`src/rtl/spi_cmd_pkg.sv`:
```
// Shared opcode, FSM state and packet-length definitions for the SPI command decoder.
package spi_cmd_pkg;

  typedef enum logic [3:0] {
    OP_VERT     = 4'd1,
    OP_TRI      = 4'd2,
    OP_INST_NEW = 4'd3,
    OP_INST_UPD = 4'd4,
    OP_COMMIT   = 4'd15
  } opcode_e;

  typedef enum logic [3:0] {
    StIdle,
    StOpc,
    StVhdr,
    StThdr,
    StInst,
    StVdata,
    StTdata,
    StDone,
    StDiscard
  } state_e;

  // Byte lengths of each packet field.
  localparam logic [5:0] VHDR_B = 6'd5;
  localparam logic [5:0] VTX_B  = 6'd14;
  localparam logic [5:0] TRI_B  = 6'd5;
  localparam logic [5:0] INST_B = 6'd51;

endpackage

```
`src/rtl/spi_cmd_decoder_if.sv`:
```
// Byte-stream input and raster-memory strobe outputs of the SPI command decoder.
interface spi_cmd_decoder_if #(
  parameter int unsigned MAX_VERT = 8192,
  parameter int unsigned MAX_TRI  = 8192,
  parameter int unsigned VIDX_W   = 12,
  parameter int unsigned TIDX_W   = 12,
  parameter int unsigned VTX_W    = 108,
  parameter int unsigned TRI_W    = 36,
  parameter int unsigned ID_W     = 8,
  parameter int unsigned TRANS_W  = 384
);
  localparam int unsigned VB_W = $clog2(MAX_VERT);
  localparam int unsigned TB_W = $clog2(MAX_TRI);

  logic               cs_n;
  logic               byte_valid;
  logic [7:0]         byte_in;
  logic               opcode_valid;
  logic [3:0]         opcode;
  logic               vert_hdr_valid;
  logic [ID_W-1:0]    vert_id_out;
  logic [VB_W-1:0]    vert_base;
  logic [VIDX_W-1:0]  vert_count;
  logic               vert_valid;
  logic [VTX_W-1:0]   vert_in;
  logic               tri_hdr_valid;
  logic [ID_W-1:0]    tri_id_out;
  logic [TB_W-1:0]    tri_base;
  logic [TIDX_W-1:0]  tri_count;
  logic               tri_valid;
  logic [TRI_W-1:0]   tri_in;
  logic               inst_valid;
  logic [ID_W-1:0]    inst_id_out;
  logic [TRANS_W-1:0] transform_in;
  logic               create_done;
  logic               proto_err;

  modport master (
    output cs_n, byte_valid, byte_in,
    input  opcode_valid, opcode, vert_hdr_valid, vert_id_out, vert_base, vert_count,
    input  vert_valid, vert_in, tri_hdr_valid, tri_id_out, tri_base, tri_count,
    input  tri_valid, tri_in, inst_valid, inst_id_out, transform_in, create_done, proto_err
  );

  modport slave (
    input  cs_n, byte_valid, byte_in,
    output opcode_valid, opcode, vert_hdr_valid, vert_id_out, vert_base, vert_count,
    output vert_valid, vert_in, tri_hdr_valid, tri_id_out, tri_base, tri_count,
    output tri_valid, tri_in, inst_valid, inst_id_out, transform_in, create_done, proto_err
  );

endinterface

```
`src/rtl/byte_accum.sv`:
```
// Left-shifting byte accumulator with a byte counter; full_o flags the byte that completes
// a field of len_i bytes, and data_o already contains that byte in the same cycle.
module byte_accum #(
  parameter int unsigned W = 384
) (
  input  logic         clk,
  input  logic         rst_sck,
  input  logic         clr_i,
  input  logic         shift_i,
  input  logic [7:0]   byte_i,
  input  logic [5:0]   len_i,
  output logic [W-1:0] data_o,
  output logic [5:0]   cnt_o,
  output logic         full_o
);

  logic [W-1:0] data_q, data_d;
  logic [5:0]   cnt_q, cnt_d;
  logic         unused_msb;

  always_comb begin
    data_d = data_q;
    cnt_d  = cnt_q;
    full_o = 1'b0;
    if (clr_i) begin
      data_d = '0;
      cnt_d  = '0;
    end else if (shift_i) begin
      data_d = {data_q[W-9:0], byte_i};
      if (cnt_q == len_i - 6'd1) begin
        full_o = 1'b1;
        cnt_d  = '0;
      end else begin
        cnt_d = cnt_q + 6'd1;
      end
    end
  end

  assign data_o     = data_d;
  assign cnt_o      = cnt_q;
  assign unused_msb = ^data_q[W-1 -: 8];

  always_ff @(posedge clk or posedge rst_sck) begin
    if (rst_sck) begin
      data_q <= '0;
      cnt_q  <= '0;
    end else begin
      data_q <= data_d;
      cnt_q  <= cnt_d;
    end
  end

endmodule

```
`src/rtl/spi_cmd_decoder.sv`:
```
// Decodes framed SPI command bytes into opcode, header, vertex, triangle and instance strobes
// for the raster memory; tracks the create_done level and a sticky protocol error.
module spi_cmd_decoder
  import spi_cmd_pkg::*;
#(
  parameter int unsigned MAX_VERT = 8192,
  parameter int unsigned MAX_TRI  = 8192,
  parameter int unsigned VIDX_W   = 12,
  parameter int unsigned TIDX_W   = 12,
  parameter int unsigned VTX_W    = 108,
  parameter int unsigned TRI_W    = 36,
  parameter int unsigned ID_W     = 8,
  parameter int unsigned TRANS_W  = 384
) (
  input logic             clk,
  input logic             rst_sck,
  spi_cmd_decoder_if.slave bus
);

  localparam int unsigned VB_W  = $clog2(MAX_VERT);
  localparam int unsigned TB_W  = $clog2(MAX_TRI);
  localparam int unsigned CNT_W = (VIDX_W > TIDX_W) ? VIDX_W : TIDX_W;

  state_e             state_q, state_d;
  logic               opcode_valid_q, opcode_valid_d;
  logic [3:0]         opcode_q, opcode_d;
  logic               vert_hdr_valid_q, vert_hdr_valid_d;
  logic [ID_W-1:0]    vert_id_q, vert_id_d;
  logic [VB_W-1:0]    vert_base_q, vert_base_d;
  logic [VIDX_W-1:0]  vert_count_q, vert_count_d;
  logic               vert_valid_q, vert_valid_d;
  logic [VTX_W-1:0]   vert_in_q, vert_in_d;
  logic               tri_hdr_valid_q, tri_hdr_valid_d;
  logic [ID_W-1:0]    tri_id_q, tri_id_d;
  logic [TB_W-1:0]    tri_base_q, tri_base_d;
  logic [TIDX_W-1:0]  tri_count_q, tri_count_d;
  logic               tri_valid_q, tri_valid_d;
  logic [TRI_W-1:0]   tri_in_q, tri_in_d;
  logic               inst_valid_q, inst_valid_d;
  logic [ID_W-1:0]    inst_id_q, inst_id_d;
  logic [TRANS_W-1:0] transform_q, transform_d;
  logic               create_done_q, create_done_d;
  logic               proto_err_q, proto_err_d;
  logic [CNT_W-1:0]   ecnt_q, ecnt_d;
  logic [ID_W-1:0]    inst_tmp_q, inst_tmp_d, vid_tmp_q, vid_tmp_d, tid_tmp_q, tid_tmp_d;

  logic               byte_ok, abort, acc_clr, acc_full;
  logic [5:0]         acc_len, acc_cnt;
  logic [TRANS_W-1:0] acc_data;
  logic [CNT_W-1:0]   ecnt_nxt;

  // A raised chip select wins over a byte arriving in the same cycle.
  assign byte_ok  = bus.byte_valid && !bus.cs_n;
  assign abort    = bus.cs_n && (state_q != StIdle);
  assign ecnt_nxt = ecnt_q + 1'b1;

  byte_accum #(
    .W(TRANS_W)
  ) u_accum (
    .clk     (clk),
    .rst_sck (rst_sck),
    .clr_i   (acc_clr),
    .shift_i (byte_ok),
    .byte_i  (bus.byte_in),
    .len_i   (acc_len),
    .data_o  (acc_data),
    .cnt_o   (acc_cnt),
    .full_o  (acc_full)
  );

  always_comb begin
    state_d          = state_q;
    opcode_valid_d   = 1'b0;
    opcode_d         = opcode_q;
    vert_hdr_valid_d = 1'b0;
    vert_id_d        = vert_id_q;
    vert_base_d      = vert_base_q;
    vert_count_d     = vert_count_q;
    vert_valid_d     = 1'b0;
    vert_in_d        = vert_in_q;
    tri_hdr_valid_d  = 1'b0;
    tri_id_d         = tri_id_q;
    tri_base_d       = tri_base_q;
    tri_count_d      = tri_count_q;
    tri_valid_d      = 1'b0;
    tri_in_d         = tri_in_q;
    inst_valid_d     = 1'b0;
    inst_id_d        = inst_id_q;
    transform_d      = transform_q;
    create_done_d    = create_done_q;
    proto_err_d      = proto_err_q;
    ecnt_d           = ecnt_q;
    inst_tmp_d       = inst_tmp_q;
    vid_tmp_d        = vid_tmp_q;
    tid_tmp_d        = tid_tmp_q;
    acc_clr          = 1'b1;
    acc_len          = VHDR_B;

    if (abort) begin
      state_d = StIdle;
      ecnt_d  = '0;
      if (state_q != StDone && state_q != StDiscard) proto_err_d = 1'b1;
    end else begin
      unique case (state_q)
        StIdle, StOpc: begin
          if (!bus.cs_n) state_d = StOpc;
          if (byte_ok) begin
            opcode_valid_d = 1'b1;
            opcode_d       = bus.byte_in[3:0];
            case (bus.byte_in[3:0])
              OP_VERT:     begin state_d = StVhdr; create_done_d = 1'b0; end
              OP_TRI:      begin state_d = StThdr; create_done_d = 1'b0; end
              OP_INST_NEW: begin state_d = StInst; create_done_d = 1'b0; end
              OP_INST_UPD: state_d = StInst;
              OP_COMMIT:   begin state_d = StDone; create_done_d = 1'b1; end
              default: begin
                opcode_valid_d = 1'b0;
                opcode_d       = opcode_q;
                proto_err_d    = 1'b1;
                state_d        = StDiscard;
              end
            endcase
          end
        end
        StVhdr: begin
          acc_clr = 1'b0;
          if (acc_full) begin
            vert_hdr_valid_d = 1'b1;
            vert_id_d        = acc_data[32 +: ID_W];
            vert_base_d      = acc_data[16 +: VB_W];
            vert_count_d     = acc_data[VIDX_W-1:0];
            ecnt_d           = '0;
            state_d          = (acc_data[VIDX_W-1:0] == '0) ? StDone : StVdata;
          end
        end
        StThdr: begin
          acc_clr = 1'b0;
          if (acc_full) begin
            tri_hdr_valid_d = 1'b1;
            tri_id_d        = acc_data[32 +: ID_W];
            tri_base_d      = acc_data[16 +: TB_W];
            tri_count_d     = acc_data[TIDX_W-1:0];
            ecnt_d          = '0;
            state_d         = (acc_data[TIDX_W-1:0] == '0) ? StDone : StTdata;
          end
        end
        StInst: begin
          acc_clr = 1'b0;
          acc_len = INST_B;
          // The three id bytes fall off the top of the accumulator, so keep them aside.
          if (byte_ok && acc_cnt == 6'd0) inst_tmp_d = bus.byte_in;
          if (byte_ok && acc_cnt == 6'd1) vid_tmp_d = bus.byte_in;
          if (byte_ok && acc_cnt == 6'd2) tid_tmp_d = bus.byte_in;
          if (acc_full) begin
            inst_valid_d = 1'b1;
            inst_id_d    = inst_tmp_q;
            vert_id_d    = vid_tmp_q;
            tri_id_d     = tid_tmp_q;
            transform_d  = acc_data;
            state_d      = StDone;
          end
        end
        StVdata: begin
          acc_clr = 1'b0;
          acc_len = VTX_B;
          if (acc_full) begin
            vert_valid_d = 1'b1;
            vert_in_d    = acc_data[VTX_W-1:0];
            ecnt_d       = ecnt_nxt;
            if (ecnt_nxt == CNT_W'(vert_count_q)) state_d = StDone;
          end
        end
        StTdata: begin
          acc_clr = 1'b0;
          acc_len = TRI_B;
          if (acc_full) begin
            tri_valid_d = 1'b1;
            tri_in_d    = acc_data[TRI_W-1:0];
            ecnt_d      = ecnt_nxt;
            if (ecnt_nxt == CNT_W'(tri_count_q)) state_d = StDone;
          end
        end
        StDone: begin
          if (byte_ok) begin
            proto_err_d = 1'b1;
            state_d     = StDiscard;
          end
        end
        StDiscard: ;
        default: state_d = StIdle;
      endcase
    end
  end

  always_ff @(posedge clk or posedge rst_sck) begin
    if (rst_sck) begin
      state_q          <= StIdle;
      opcode_valid_q   <= 1'b0;
      opcode_q         <= '0;
      vert_hdr_valid_q <= 1'b0;
      vert_id_q        <= '0;
      vert_base_q      <= '0;
      vert_count_q     <= '0;
      vert_valid_q     <= 1'b0;
      vert_in_q        <= '0;
      tri_hdr_valid_q  <= 1'b0;
      tri_id_q         <= '0;
      tri_base_q       <= '0;
      tri_count_q      <= '0;
      tri_valid_q      <= 1'b0;
      tri_in_q         <= '0;
      inst_valid_q     <= 1'b0;
      inst_id_q        <= '0;
      transform_q      <= '0;
      create_done_q    <= 1'b0;
      proto_err_q      <= 1'b0;
      ecnt_q           <= '0;
      inst_tmp_q       <= '0;
      vid_tmp_q        <= '0;
      tid_tmp_q        <= '0;
    end else begin
      state_q          <= state_d;
      opcode_valid_q   <= opcode_valid_d;
      opcode_q         <= opcode_d;
      vert_hdr_valid_q <= vert_hdr_valid_d;
      vert_id_q        <= vert_id_d;
      vert_base_q      <= vert_base_d;
      vert_count_q     <= vert_count_d;
      vert_valid_q     <= vert_valid_d;
      vert_in_q        <= vert_in_d;
      tri_hdr_valid_q  <= tri_hdr_valid_d;
      tri_id_q         <= tri_id_d;
      tri_base_q       <= tri_base_d;
      tri_count_q      <= tri_count_d;
      tri_valid_q      <= tri_valid_d;
      tri_in_q         <= tri_in_d;
      inst_valid_q     <= inst_valid_d;
      inst_id_q        <= inst_id_d;
      transform_q      <= transform_d;
      create_done_q    <= create_done_d;
      proto_err_q      <= proto_err_d;
      ecnt_q           <= ecnt_d;
      inst_tmp_q       <= inst_tmp_d;
      vid_tmp_q        <= vid_tmp_d;
      tid_tmp_q        <= tid_tmp_d;
    end
  end

  assign bus.opcode_valid   = opcode_valid_q;
  assign bus.opcode         = opcode_q;
  assign bus.vert_hdr_valid = vert_hdr_valid_q;
  assign bus.vert_id_out    = vert_id_q;
  assign bus.vert_base      = vert_base_q;
  assign bus.vert_count     = vert_count_q;
  assign bus.vert_valid     = vert_valid_q;
  assign bus.vert_in        = vert_in_q;
  assign bus.tri_hdr_valid  = tri_hdr_valid_q;
  assign bus.tri_id_out     = tri_id_q;
  assign bus.tri_base       = tri_base_q;
  assign bus.tri_count      = tri_count_q;
  assign bus.tri_valid      = tri_valid_q;
  assign bus.tri_in         = tri_in_q;
  assign bus.inst_valid     = inst_valid_q;
  assign bus.inst_id_out    = inst_id_q;
  assign bus.transform_in   = transform_q;
  assign bus.create_done    = create_done_q;
  assign bus.proto_err      = proto_err_q;

endmodule

```
`src/flat_wrapper.sv`:
```
// flat-port wrapper written by rule: the top's interface ports become plain ports
module spi_cmd_decoder_flat import spi_cmd_pkg::*;
#(
  parameter int unsigned MAX_VERT = 8192,
  parameter int unsigned MAX_TRI  = 8192,
  parameter int unsigned VIDX_W   = 12,
  parameter int unsigned TIDX_W   = 12,
  parameter int unsigned VTX_W    = 108,
  parameter int unsigned TRI_W    = 36,
  parameter int unsigned ID_W     = 8,
  parameter int unsigned TRANS_W  = 384
)
  (clk, rst_sck, bus_cs_n, bus_byte_valid, bus_byte_in, bus_opcode_valid, bus_opcode, bus_vert_hdr_valid, bus_vert_id_out, bus_vert_base, bus_vert_count, bus_vert_valid, bus_vert_in, bus_tri_hdr_valid, bus_tri_id_out, bus_tri_base, bus_tri_count, bus_tri_valid, bus_tri_in, bus_inst_valid, bus_inst_id_out, bus_transform_in, bus_create_done, bus_proto_err);
  spi_cmd_decoder_if #(.MAX_VERT(MAX_VERT), .MAX_TRI(MAX_TRI), .VIDX_W(VIDX_W), .TIDX_W(TIDX_W), .VTX_W(VTX_W), .TRI_W(TRI_W), .ID_W(ID_W), .TRANS_W(TRANS_W)) bus_i ();
  input logic clk;
  input logic rst_sck;
  input wire logic [$bits(bus_i.cs_n)-1:0] bus_cs_n;
  input wire logic [$bits(bus_i.byte_valid)-1:0] bus_byte_valid;
  input wire logic [$bits(bus_i.byte_in)-1:0] bus_byte_in;
  output wire logic [$bits(bus_i.opcode_valid)-1:0] bus_opcode_valid;
  output wire logic [$bits(bus_i.opcode)-1:0] bus_opcode;
  output wire logic [$bits(bus_i.vert_hdr_valid)-1:0] bus_vert_hdr_valid;
  output wire logic [$bits(bus_i.vert_id_out)-1:0] bus_vert_id_out;
  output wire logic [$bits(bus_i.vert_base)-1:0] bus_vert_base;
  output wire logic [$bits(bus_i.vert_count)-1:0] bus_vert_count;
  output wire logic [$bits(bus_i.vert_valid)-1:0] bus_vert_valid;
  output wire logic [$bits(bus_i.vert_in)-1:0] bus_vert_in;
  output wire logic [$bits(bus_i.tri_hdr_valid)-1:0] bus_tri_hdr_valid;
  output wire logic [$bits(bus_i.tri_id_out)-1:0] bus_tri_id_out;
  output wire logic [$bits(bus_i.tri_base)-1:0] bus_tri_base;
  output wire logic [$bits(bus_i.tri_count)-1:0] bus_tri_count;
  output wire logic [$bits(bus_i.tri_valid)-1:0] bus_tri_valid;
  output wire logic [$bits(bus_i.tri_in)-1:0] bus_tri_in;
  output wire logic [$bits(bus_i.inst_valid)-1:0] bus_inst_valid;
  output wire logic [$bits(bus_i.inst_id_out)-1:0] bus_inst_id_out;
  output wire logic [$bits(bus_i.transform_in)-1:0] bus_transform_in;
  output wire logic [$bits(bus_i.create_done)-1:0] bus_create_done;
  output wire logic [$bits(bus_i.proto_err)-1:0] bus_proto_err;
  assign bus_i.cs_n = bus_cs_n;
  assign bus_i.byte_valid = bus_byte_valid;
  assign bus_i.byte_in = bus_byte_in;
  assign bus_opcode_valid = bus_i.opcode_valid;
  assign bus_opcode = bus_i.opcode;
  assign bus_vert_hdr_valid = bus_i.vert_hdr_valid;
  assign bus_vert_id_out = bus_i.vert_id_out;
  assign bus_vert_base = bus_i.vert_base;
  assign bus_vert_count = bus_i.vert_count;
  assign bus_vert_valid = bus_i.vert_valid;
  assign bus_vert_in = bus_i.vert_in;
  assign bus_tri_hdr_valid = bus_i.tri_hdr_valid;
  assign bus_tri_id_out = bus_i.tri_id_out;
  assign bus_tri_base = bus_i.tri_base;
  assign bus_tri_count = bus_i.tri_count;
  assign bus_tri_valid = bus_i.tri_valid;
  assign bus_tri_in = bus_i.tri_in;
  assign bus_inst_valid = bus_i.inst_valid;
  assign bus_inst_id_out = bus_i.inst_id_out;
  assign bus_transform_in = bus_i.transform_in;
  assign bus_create_done = bus_i.create_done;
  assign bus_proto_err = bus_i.proto_err;
  spi_cmd_decoder #(.MAX_VERT(MAX_VERT), .MAX_TRI(MAX_TRI), .VIDX_W(VIDX_W), .TIDX_W(TIDX_W), .VTX_W(VTX_W), .TRI_W(TRI_W), .ID_W(ID_W), .TRANS_W(TRANS_W)) u_core (.clk(clk), .rst_sck(rst_sck), .bus(bus_i));
endmodule
```
`config.mk`:
```
export PLATFORM = sky130hd
export DESIGN_NAME = spi_cmd_decoder_flat
export DESIGN_NICKNAME = d
export VERILOG_FILES = /design/src/rtl/spi_cmd_pkg.sv /design/src/rtl/spi_cmd_decoder_if.sv /design/src/rtl/byte_accum.sv /design/src/rtl/spi_cmd_decoder.sv /design/src/flat_wrapper.sv
export SDC_FILE = /design/constraint.sdc
export NUM_CORES = 2
export LEC_CHECK = 0
export BUFFER_PORTS_ARGS = -buffer_cell sky130_fd_sc_hd__buf_2
export CORE_UTILIZATION = 57
export DETAILED_ROUTE_END_ITERATION = 8
export GPL_TIMING_DRIVEN = 0
export PLACE_DENSITY = 0.77
export SLEW_MARGIN = 20
export SYNTH_ARGS = -nofsm -noshare
export SYNTH_HDL_FRONTEND = slang
export SYNTH_HIERARCHICAL = 1
export SYNTH_SLANG_ARGS = --single-unit
```
`constraint.sdc`:
```
create_clock -name clk -period 29.5 [get_ports clk]
set_input_delay 4.425 -clock clk [delete_from_list [all_inputs] [get_ports clk]]
set_output_delay 4.425 -clock clk [all_outputs]
set_load 0.005 [all_outputs]
```
==> insert_results.sql <==
INSERT INTO impl_metrics (metric_group, metric, value, unit) VALUES
('placement', 'post-dp-hpwl', '86600', 'um'),
('route', 'drc_violations', '0', ''),
('route', 'drt_first_iter_violations', '2755', ''),
('synthesis', 'syn-instance-count', '4147', ''),
('setup_path', 'critPathArrivalTime', '9580', 'ps'),
('placement', 'port_buf_inserts', '625', ''),
('sta', 'final_report_hold_violation_count', '0', ''),
('setup_path', 'crit_fanout', '10', ''),
('clocking', 'clk_root_buffer_cell', 'sky130_fd_sc_hd__clkbuf_16', ''),
('layout', 'post_route_cells_drive_above_1_share', '19.0', '%'),
('route', 'first_pass_iters', '5', ''),
('clocking', 'tritoncts', 'done', ''),
('setup_path', 'cp_num_cells', '16', ''),
('grt', 'initial_antenna_violation_count', '2', ''),
('worst_hold_path', 'hold_path_class', 'flip-flop to flip-flop', ''),
('placement', 'finalWeightedCongestion', '0.897', ''),
('floorplan', 'die_x_extent', '272', 'um'),
('flow_run', 'cap_violations', '0', ''),
('sta', 'fin_ws', '20510', 'ps'),
('setup_path', 'worstRegToRegCells', '16', ''),
('sta', 'clock_skew', '20.9', 'ps'),
('clocking', 'post_cts.resized_instances', '0', ''),
('power_and_ir_drop', 'vdd_ir_drop_max', '49.1', 'uV'),
('setup_path', 'cp_cell_sequence', 'buf_2 -> nor3_1 -> nand2_1 -> inv_1 -> ha_1 -> xor2_1 -> nand2_1 -> a2111oi_4 -> and4b_1 -> clkbuf_1 -> nand3_1 -> clkinv_1 -> clkbuf_1 -> clkbuf_1 -> nand2_1 -> nand2_1', ''),
('setup_path', 'slowest_stage', 'sky130_fd_sc_hd__clkbuf_1', ''),
('grt', 'grt_start_max_net_pins', '106', ''),
('synthesis', 'yosys_register_bits', '1044', ''),
('setup_path', 'setup.worst_path.start_class', 'input pin', ''),
('sta', 'final_max_slew_viol_count', '0', ''),
('setup_path', 'required_time_of_the_critical_path', '30090', 'ps'),
('setup_path', 'criticalPathCategory', 'input pin to flip-flop', ''),
('power_and_ir_drop', 'power_dens_cells', '60.6', 'mW/mm^2'),
('sta', 'fin_crit', '8990', 'ps'),
('layout', 'multi_input_area', '0.0144', 'sq mm'),
('synthesis', 'syn-num-nets', '4162', ''),
('clocking', 'clkTransAtPathRegs', '60', 'ps'),
('clocking', 'cts_inserted_buffers', '103', ''),
('synthesis', 'synth_enable_flop_cells', '0', ''),
('floorplan', 'core.rowCount', '98', ''),
('route', 'wl', '120000', 'um'),
('setup_path', 'critical_path.endpoint_type', 'flip-flop', ''),
('setup_path', 'critical-path-top-cell-by-count', 'sky130_fd_sc_hd__nand2_1', ''),
('setup_path', 'worst_path_dominant_cell_family', 'buffers and inverters', ''),
('layout', 'num-nets-final', '4903', ''),
('grt', 'first_pass_grt_wire_length', '186000', 'um'),
('synthesis', 'syn_area', '0.0417', 'sq mm'),
('floorplan', 'io_count', '626', ''),
('clocking', 'worstSkewPairLatency', '660', 'ps'),
('grt', 'first_global_vias', '32400', ''),
('run_status', 'result_of_the_run', 'complete, no violations', ''),
('floorplan', 'start_util', '57.9', '%'),
('sta', 'setup-tns-final', '0', 'ps'),
('synthesis', 'async_sr_flop_fraction', '100', '%'),
('power_and_ir_drop', 'cellLeakagePower', '0.0276', 'uW'),
('sta', 'slew_headroom', '28.9', '%'),
('synthesis', 'synth_cell_type_count', '70', ''),
('clocking', 'h-tree-depth', '3', ''),
('synthesis', 'synthesis.area_per_instance', '10.1', 'sq um'),
('route', 'route.detailed.wl_per_inst', '20.3', 'um'),
('grt', 'grtUsageTotal', '32.5', '%'),
('synthesis', 'yosys_warnings', '6', ''),
('floorplan', 'core_area', '0.0720', 'sq mm'),
('sta', 'grt_setup_unrepaired', 'no', ''),
('worst_hold_path', 'holdPathStages', '2', ''),
('sta', 'fmax', '0.111', 'GHz'),
('layout', 'fill_cells', '5347', ''),
('route', 'ant_nets', '0', ''),
('sta', 'setup_viol_count_final', '0', ''),
('placement', 'place_worst_setup_slack', '19890', 'ps'),
('clocking', 'cts_buffer_depth', '3', ''),
('route', 'route.detailed.vias_per_inst', '5.47', '');
placed cells by master (no fill, tap or decap), types with 4 or more instances in the layout:
cell	n
sky130_fd_sc_hd__and2_1	9
sky130_fd_sc_hd__o21a_1	5
sky130_fd_sc_hd__inv_1	11
sky130_fd_sc_hd__o22ai_1	4
sky130_fd_sc_hd__bufinv_16	10
sky130_fd_sc_hd__buf_2	668
sky130_fd_sc_hd__dfrtp_1	1044
sky130_fd_sc_hd__mux2i_1	386
sky130_fd_sc_hd__clkbuf_8	24
sky130_fd_sc_hd__nand3_1	17
sky130_fd_sc_hd__nor4_1	7
sky130_fd_sc_hd__and3_1	7
sky130_fd_sc_hd__clkinvlp_4	5
sky130_fd_sc_hd__clkbuf_1	194
sky130_fd_sc_hd__a32o_1	4
sky130_fd_sc_hd__nand3b_1	6
sky130_fd_sc_hd__or4_1	4
sky130_fd_sc_hd__nand2_1	1682
sky130_fd_sc_hd__xor2_1	12
sky130_fd_sc_hd__o211ai_1	5
sky130_fd_sc_hd__buf_1	12
sky130_fd_sc_hd__xnor2_1	20
sky130_fd_sc_hd__buf_16	11
sky130_fd_sc_hd__a31oi_1	7
sky130_fd_sc_hd__o21ai_0	32
sky130_fd_sc_hd__nor2_1	432
sky130_fd_sc_hd__nor2b_1	6
sky130_fd_sc_hd__buf_6	7
sky130_fd_sc_hd__nor3_1	11
sky130_fd_sc_hd__or3_1	7
sky130_fd_sc_hd__nor3b_1	4
sky130_fd_sc_hd__a21oi_1	48
sky130_fd_sc_hd__nand2b_1	9
sky130_fd_sc_hd__mux2_2	64
sky130_fd_sc_hd__o31ai_1	5
sky130_fd_sc_hd__clkbuf_16	106
sky130_fd_sc_hd__clkinv_2	20
report_power, final:
group          switching (uW)  internal [uW]  total, uW
registers                7.70           1440       1450
clock network             559            798       1360
logic                     152           59.9        212
total                     719           2300       3020
synthesized netlist by cell type, drive strengths merged (2+ instances only):
library cell  instances  share of area [%]
and2                 10               0.15
nand2              1682                 15
dfrtp              1044                 63
a2111oi               2              0.087
o41ai                 2              0.042
nor2b                 6              0.090
xnor2                20               0.42
a31oi                 7               0.11
ha                    3              0.090
inv                  15               0.14
nor3b                 5              0.090
buf                  63               0.83
nand3b                6               0.11
o21ai                32               0.38
xor2                 12               0.25
clkbuf              179                1.7
a32o                  4              0.096
o22a                  2              0.045
nor2                432                3.9
mux2i               386                9.3
nand3                18               0.23
clkinv                2              0.018
o22ai                 4              0.060
mux2                 66                1.8
and3                  9               0.15
a21oi                48               0.58
nor4                  7               0.11
and4b                 2              0.048
or2b                  2              0.042
and4                  3              0.069
o21a                  5              0.090
nand4                 3              0.045
nand2b                9               0.14
a21o                  4              0.078
o211ai                5              0.090
o31ai                 5              0.090
nor3                 14               0.19
a311oi                2              0.042
or4                   4              0.072
a211oi                4              0.084
or3                   8               0.12
flip-flops by register name, summed over array words and instances, names as in the netlist, 12 cells and up:
| name | count |
|---|---|
| u_core/bus.transform_in | 384 |
| u_core/u_accum/data_q | 384 |
| u_core/bus.vert_in | 108 |
| u_core/bus.tri_in | 36 |
| u_core/bus.tri_base | 13 |
| u_core/bus.vert_base | 13 |
| u_core/bus.tri_count | 12 |
| u_core/bus.vert_count | 12 |
| u_core/ecnt_q | 12 |
through the flow:
step / instances / util, % / total power (uW) / hold WS, ps / instance area [sq um]
2_1_floorplan: 4147 / - / 1620 / 435 / 41700
3_3_place_gp: 5722 / 63.9 / 1680 / 452 / 46000
3_5_place_dp: 5733 / 64.4 / 1690 / 456 / 46300
4_1_cts: 5920 / 69.3 / 3040 / 468 / 49900
5_1_grt: 5922 / 69.3 / 3110 / 486 / 49900
6_report: 5922 / 69.3 / 3020 / 466 / 49900
tightest hold or removal path: stages, from the launching register on:
cell and delay [ps]:
sky130_fd_sc_hd__dfrtp_1 340, sky130_fd_sc_hd__nand2_1 50, sky130_fd_sc_hd__nand2_1 40
routing by layer:
layer  track usage (%)  share of wire (%)  up-vias
li1                  -                  -    14700
met1              44.1                 41    16100
met2              50.4                 47     1242
met3              6.93                7.6      259
met4              14.9                4.5        0
met5                 0                  0        -
cells by family (layout without fill, tap and decap cells):
group / Yosys count / in the layout / synth area share, %
AND/OR/NAND/NOR: 2222 / 2222 / 20.7
flip-flops: 1044 / 1044 / 62.7
multiplexers: 452 / 452 / 11.1
buffers and inverters: 259 / 1082 / 2.70
AO/OA/AOI/OAI: 134 / 134 / 2.04
XOR/XNOR: 33 / 33 / 0.726
adder cells (fa/ha/maj): 3 / 3 / 0.0900
other: 0 / 2 / 0
final timing paths:
kind                                      startpoint                           end  slack (ps)
worst max-delay path                        bus_cs_n   u_core/bus.transform_in[40]       20510
worst min-delay path            u_core/inst_tmp_q[2]     u_core/bus.inst_id_out[2]         470
worst max register to register     u_core/state_q[3]   u_core/bus.transform_in[40]       23600
worst min register to register  u_core/inst_tmp_q[2]     u_core/bus.inst_id_out[2]         470
max in group asynchronous                    rst_sck     u_core/bus.vert_hdr_valid       23980
min in group asynchronous                    rst_sck  u_core/bus.transform_in[232]        3820
layout make-up:
type | instances | share of cell area, %
repair buffers | 636 | 6.88
clock inverters | 40 | 1.06
flip-flops and latches | 1044 | 52.4
plain buffers | 242 | 2.13
clock buffers | 147 | 6.03
well taps | 950 | 2.38
multi-input cells | 2844 | 29.0
inverters | 17 | 0.158
diodes | 2 | 0.0100
(Power assumes the default switching activity.)
